--- src/rtl/posit_normalize_pipe.sv ---
// -----------------------------------------------------------------------------
// posit_normalize_pipe
//   Three-stage posit encoder for the ES=2 datapath. Takes the serialized raw
//   value {sgn, scale, fraction, inf, zero} and produces a normalized NBITS-bit
//   posit word. All stages advance together under a single valid/ready
//   handshake.
//
//   Optional build macro: POSIT_ROUND_NEAREST_EN
//     defined   -> round-to-nearest-even on the dropped bits
//     undefined -> truncation of the magnitude (guard/sticky not built)
//   In both builds the magnitude is clamped to [minpos, maxpos].
//
// Ports
//   clk        rising-edge clock
//   reset      asynchronous active-high reset, clears valids and datapath
//   in_data    {sgn, scale[SCALE_W-1:0] (2's compl), fraction[FRAC_W-1:0], inf, zero}
//   in_valid   in_data valid
//   in_ready   stage S1 can load this cycle (global advance)
//   out_posit  encoded posit (registered)
//   out_valid  out_posit valid
//   out_ready  consumer accepts out_posit
// -----------------------------------------------------------------------------
module posit_normalize_pipe #(
  parameter int NBITS   = 32,
  parameter int ES      = 2,
  parameter int SCALE_W = 8,
  parameter int FRAC_W  = 27
) (
  input  logic                        clk,
  input  logic                        reset,
  input  logic [SCALE_W+FRAC_W+2:0]   in_data,
  input  logic                        in_valid,
  output logic                        in_ready,
  output logic [NBITS-1:0]            out_posit,
  output logic                        out_valid,
  input  logic                        out_ready
);

  localparam int STAGES = 3;
  localparam int W      = 64;                 // body working width
  localparam int G      = W - NBITS;          // index of the guard bit in the body
  localparam int PAD    = W - 2 - ES - FRAC_W;
  localparam int K_W    = SCALE_W - ES;       // regime run-length value width
  localparam int SAT_I  = (NBITS - 2) << ES;  // |scale| at which the regime fills the word

  localparam logic signed [SCALE_W-1:0] SAT_HI = SCALE_W'(SAT_I);
  localparam logic signed [SCALE_W-1:0] SAT_LO = SCALE_W'(-SAT_I);

  localparam logic [NBITS-1:0] MAXPOS = {1'b0, {(NBITS-1){1'b1}}};
  localparam logic [NBITS-1:0] MINPOS = NBITS'(1);
  localparam logic [NBITS-1:0] NAR    = {1'b1, {(NBITS-1){1'b0}}};

  typedef struct packed {
    logic              sgn;
    logic [K_W-1:0]    k;
    logic [ES-1:0]     e;
    logic [FRAC_W-1:0] frac;
    logic              inf;
    logic              zero;
    logic              hi;
    logic              lo;
  } s1_t;

  typedef struct packed {
    logic              sgn;
    logic [NBITS-2:0]  kept;
`ifdef POSIT_ROUND_NEAREST_EN
    logic              guard;
    logic              sticky;
`endif
    logic              inf;
    logic              zero;
    logic              hi;
    logic              lo;
  } s2_t;

  s1_t               s1_d, s1_q;
  s2_t               s2_d, s2_q;
  logic [NBITS-1:0]  res_d, out_q;
  logic [STAGES:1]   vld_pipe;
  logic              adv;

  // A full output stage that is not being taken freezes the whole pipe; empty
  // stages in front of it are not squeezed out while stalled.
  assign adv       = !vld_pipe[STAGES] | out_ready;
  assign in_ready  = adv;
  assign out_valid = vld_pipe[STAGES];
  assign out_posit = out_q;

  // ---------------- S1: field decode ----------------
  logic signed [SCALE_W-1:0] scale;

  always_comb begin
    scale      = in_data[FRAC_W+2 +: SCALE_W];
    s1_d       = '0;
    s1_d.sgn   = in_data[SCALE_W+FRAC_W+2];
    // k = scale >>> ES and e = scale mod 2^ES are just the upper/lower bits
    s1_d.k     = scale[SCALE_W-1:ES];
    s1_d.e     = scale[ES-1:0];
    s1_d.frac  = in_data[FRAC_W+1:2];
    s1_d.inf   = in_data[1];
    s1_d.zero  = in_data[0];
    s1_d.hi    = scale >= SAT_HI;
    s1_d.lo    = scale <= SAT_LO;
  end

  // ---------------- S2: regime + body ----------------
  logic [K_W-1:0] shamt;
  logic [W-1:0]   vec, sh;

  always_comb begin
    // Seed with "10" (k>=0) or "01" (k<0) ahead of {e, frac}, then shift right
    // with sign fill: k>=0 replicates the leading 1 into k+1 ones, k<0 shifts
    // in zeros for a run of -k zeros. For k<0 the shift is -k-1 == ~k.
    shamt = s1_q.k[K_W-1] ? ~s1_q.k : s1_q.k;
    vec   = {(s1_q.k[K_W-1] ? 2'b01 : 2'b10), s1_q.e, s1_q.frac, {PAD{1'b0}}};
    sh    = $signed(vec) >>> shamt;

    s2_d        = '0;
    s2_d.sgn    = s1_q.sgn;
    s2_d.kept   = (NBITS-1)'(sh >> (G + 1));
`ifdef POSIT_ROUND_NEAREST_EN
    s2_d.guard  = sh[G];
    s2_d.sticky = |sh[G-1:0];
`endif
    s2_d.inf    = s1_q.inf;
    s2_d.zero   = s1_q.zero;
    s2_d.hi     = s1_q.hi;
    s2_d.lo     = s1_q.lo;
  end

  // ---------------- S3: round, clamp, specials, sign ----------------
  logic [NBITS-1:0] mag, sel;

  always_comb begin
    mag = {1'b0, s2_q.kept};
`ifdef POSIT_ROUND_NEAREST_EN
    mag = mag + NBITS'(s2_q.guard & (s2_q.kept[0] | s2_q.sticky));
`endif
    // Never round a nonzero value to zero, never carry into the sign bit.
    if (mag == '0)
      mag = MINPOS;
    else if (mag[NBITS-1])
      mag = MAXPOS;

    if (s2_q.hi)
      sel = MAXPOS;
    else if (s2_q.lo)
      sel = MINPOS;
    else
      sel = mag;

    // zero beats inf; neither special is negated
    if (s2_q.zero)
      res_d = '0;
    else if (s2_q.inf)
      res_d = NAR;
    else
      res_d = s2_q.sgn ? -sel : sel;
  end

  // ---------------- pipeline registers ----------------
  always_ff @(posedge clk or posedge reset) begin
    if (reset) begin
      vld_pipe <= '0;
      s1_q     <= '0;
      s2_q     <= '0;
      out_q    <= '0;
    end else if (adv) begin
      vld_pipe <= {vld_pipe[STAGES-1:1], in_valid};
      s1_q     <= s1_d;
      s2_q     <= s2_d;
      out_q    <= res_d;
    end
  end

endmodule

--- config.mk ---
export PLATFORM = sky130hd
export DESIGN_NAME = posit_normalize_pipe
export DESIGN_NICKNAME = d
export VERILOG_FILES = /design/src/rtl/posit_normalize_pipe.sv
export SDC_FILE = /design/constraint.sdc
export NUM_CORES = 1
export LEC_CHECK = 0
export ABC_AREA = 0
export CORE_MARGIN = 2
export CORE_UTILIZATION = 50
export CTS_BUF_LIST = sky130_fd_sc_hd__clkbuf_8
export DETAILED_ROUTE_END_ITERATION = 10
export GPL_ROUTABILITY_DRIVEN = 0
export GPL_TIMING_DRIVEN = 0
export PLACE_DENSITY_LB_ADDON = 0.05
export SYNTH_ARGS = -nofsm -noshare
export SYNTH_HDL_FRONTEND = slang
export SYNTH_SLANG_ARGS = --single-unit
--- constraint.sdc ---
create_clock -name clk -period 6.67 [get_ports clk]
set_clock_uncertainty 0.1 [all_clocks]
set_input_delay 1.0005 -clock clk [delete_from_list [all_inputs] [get_ports clk]]
set_output_delay 1.0005 -clock clk [all_outputs]
set_load 0.1 [all_outputs]
==> results.py <==
metrics = {
    "status": {
        "status": "complete, no violations",
    },
    "setup_path": {
        "end_kind": "output pin",
        "path_max_fanout": 10,
        "path_cells": "clkdlybuf4s50_1 > nor2b_1 > inv_1 > buf_6 > clkbuf_1 > clkdlybuf4s50_1",
        "slowest_stage": "clkdlybuf4s50_1",
        "path_class": "input port to output pin",
        "start_kind": "input port",
        "crit_required_ns": 5.57,
        "critPathMaxStageDelay_ns": 1.24,
        "crit_top_cell": "clkdlybuf4s50_1",
        "critPathArrivalTime_ns": 3.50,
    },
    "placed_design": {
        "port_buffers": 75,
        "placedCellCount": 1206,
        "post_dp_cell_area_mm2": 0.00894,
        "dp_hpwl_um": 18100,
    },
    "synthesis": {
        "synthAdderAreaFrac_pct": 0.539,
        "synthArstFlopShare_pct": 100,
        "synth_area_per_cell_um2": 8.59,
        "synth_top_area_cell": "dfrtp_1",
        "synth_edf_count": 0,
        "synth_ff_type": "dfrtp_1",
        "ys_ff_latch": 111,
        "yosys-top-cells-area": "dfrtp_1 (35%), nand2_1 (9.4%), mux4_2 (5.7%), o21ai_0 (5.3%), a21oi_1 (4.2%)",
        "synthXorXnorAreaFrac_pct": 3.77,
        "syn-cell-area_mm2": 0.00790,
        "synth_compound_area_share_pct": 21.6,
        "synthSimpleGateAreaFrac_pct": 20.6,
        "synthDistinctLibCells": 88,
        "synth_top_family_by_area": "compound AO/OA/AOI/OAI gates",
        "syn_inst": 919,
        "yosys_warnings": 0,
        "synthMuxAreaShare_pct": 12.0,
        "syn_nets": 962,
        "synth_top_area_share_pct": 35.2,
        "synth_seq_area_share_pct": 35.2,
    },
    "clock_network": {
        "cts_max_path_buffers": 2,
        "hold_buffers": 0,
        "post_cts_resized": 0,
        "insertion_delay_ns": 0.40,
        "cts_sinks": 111,
        "cts-root-buf": "clkbuf_8",
        "cts_tree": "done",
        "post_cts_buffers": 0,
        "htree_levels": 3,
        "cts_buffers": 9,
        "cts.clk_slew.worst_paths_ns": 0.10,
    },
    "floorplanning": {
        "core_mm2": 0.0153,
        "io_pins": 76,
        "fp-row-count": 45,
        "die_area_mm2": 0.0168,
        "initial_core_util_pct": 51.6,
        "fp.dieH_um": 130,
        "die_w_um": 130,
    },
    "sta": {
        "finalSetupViolCount": 0,
        "tightest_slew_ns": 1.37,
        "fin_hold_ws_ns": 0.370,
        "final_hold_viol_count": 0,
        "finalCriticalPeriod_ns": 4.60,
        "post-route-period-util_pct": 68.9,
        "slew_headroom_pct": 8.63,
        "max_clock_freq_mhz": 217,
        "grt_setup_unrepaired": "false",
        "fin_tns_setup_ns": 0,
        "drv_slew": 0,
    },
    "drt": {
        "drtAntennaViolNets": 0,
        "first_pass_iters": 8,
        "drt_iter0_drc": 883,
        "met2_length_um": 11500,
        "drt-met1-wl_um": 9880,
        "wl_per_cell_um": 19.8,
        "drt-total-wl_um": 24200,
        "wl_met3_um": 1520,
        "highest_layer": "met4",
        "vias": 7553,
        "viasPerCell": 6.18,
        "drcViolationCount": 0,
    },
    "power_and_ir_drop": {
        "clkPwrFrac_pct": 9.6,
        "power_frac_comb_pct": 64.6,
        "switching_share_pct": 52.9,
        "power.total_mw": 4.53,
        "p_sw_mw": 2.40,
        "seqPwrFrac_pct": 25.9,
        "internal_power_mw": 2.13,
        "vdd_drop_max_mv": 0.263,
        "power_leakage_nw": 3.72,
        "p_per_area_mw_per_mm2": 495,
    },
    "run": {
        "max_cap_violations": 0,
    },
    "global_routing": {
        "grt_first_pass_wirelength_um": 38500,
        "grt_pass1_vias": 7078,
        "antenna_found_initial": 0,
        "overflow": 0,
        "grt_max_degree": 67,
        "grt_use_total_pct": 29.7,
    },
    "final_layout": {
        "final_common_cell": "nand2_1",
        "area_delta_synth_final_pct": 15.8,
        "final_cell_mix": "nand2_1 (197), dfrtp_1 (111), o21ai_0 (84)",
        "fin_nets": 1049,
        "num_antenna_cells": 0,
        "drive_gt1_share_pct": 8.90,
        "register_area_mm2": 0.00278,
        "fillCellCount": 1470,
        "stdcell_count": 1222,
        "fin_area_mm2": 0.00914,
        "multi_input_area_mm2": 0.00462,
    },
    "min_path": {
        "hp-class": "register to register",
    },
}
per-layer routing:
| layer | vias to the layer above | GRT usage (%) |
|---|---|---|
| met1 | 3575 | 38.0 |
| met2 | 367 | 48.9 |
| li1 | 3529 | - |
| met5 | - | 0 |
| met4 | 0 | 15.3 |
| met3 | 82 | 4.83 |
stage by stage:
| stage | util [%] | setup WS, ns |
|---|---|---|
| after floorplan | - | 2.64 |
| final | 59.7 | 2.07 |
| after detailed placement | 58.4 | 2.08 |
| after global placement | 58.2 | 1.03 |
| after CTS | 59.7 | 2.06 |
| after global routing | 59.7 | 1.92 |
cell type report:
cell class              count  share of cell area (%)
clock buffers               9                    1.36
flip-flops and latches    111                    30.4
clock inverters             7                   0.835
repair buffers             76                    8.51
well taps                 211                    2.89
plain buffers              76                    4.91
inverters                  14                   0.602
multi-input cells         718                    50.5
logic make-up after synthesis:
family	Yosys count
muxes	61
and+or+nand+nor	352
AOI/OAI and AO/OA	270
DFF	111
xor gates and xnor gates	31
adders and majority gates	4
buffers and inverters	90
worst max-delay path, delay by kind of cell:
family / cells / cell delay [ns]
buffers and inverters: 5 / 2.39
AND/OR/NAND/NOR: 1 / 0.10
final timing paths:
path                                         startpoint                         to  slack [ns]  depth (start not counted)
worst max-delay path                          out_ready                   in_ready        2.07                          6
worst min-delay path            vld_pipe[2]$_DFFE_PP0P_    vld_pipe[2]$_DFFE_PP0P_        0.37                          2
worst max register to register     s2_q[29]$_DFFE_PP0P_  out_posit[26]$_DFFE_PP0P_        2.79                         10
worst min register to register  vld_pipe[2]$_DFFE_PP0P_    vld_pipe[2]$_DFFE_PP0P_        0.37                          2
max in group asynchronous                         reset       s1_q[14]$_DFFE_PP0P_        4.84                          3
min in group asynchronous                         reset  out_posit[21]$_DFFE_PP0P_        0.91                          2
cell usage after synthesis (10+ instances only):
cell	count
nand2_1	197
dfrtp_1	111
o21ai_0	84
a21oi_1	67
nor2_1	60
clkbuf_1	43
mux2i_1	33
xnor2_1	23
mux4_2	20
buf_6	13
nand3_1	13
inv_1	11
o21ai_1	11
o22ai_1	11
nor2b_1	10
o31ai_1	10
sequential cells by signal, indices dropped and copies added (netlist names):
name / count
s2_q: 36
s1_q: 40
out_posit: 32
vld_pipe: 3
power by group through the flow:
| stage | registers [mW] | clock network (mW) | logic, mW |
|---|---|---|---|
| after detailed placement | 1.17 | 0 | 2.87 |
| after CTS | 1.16 | 0.442 | 2.88 |
| final | 1.17 | 0.433 | 2.92 |
| after global routing | 1.20 | 0.471 | 3.10 |
| after global placement | 1.17 | 0 | 2.86 |
| after floorplan | 1.62 | 0 | 1.67 |
No activity file was read; power rests on OpenSTA's default activity.
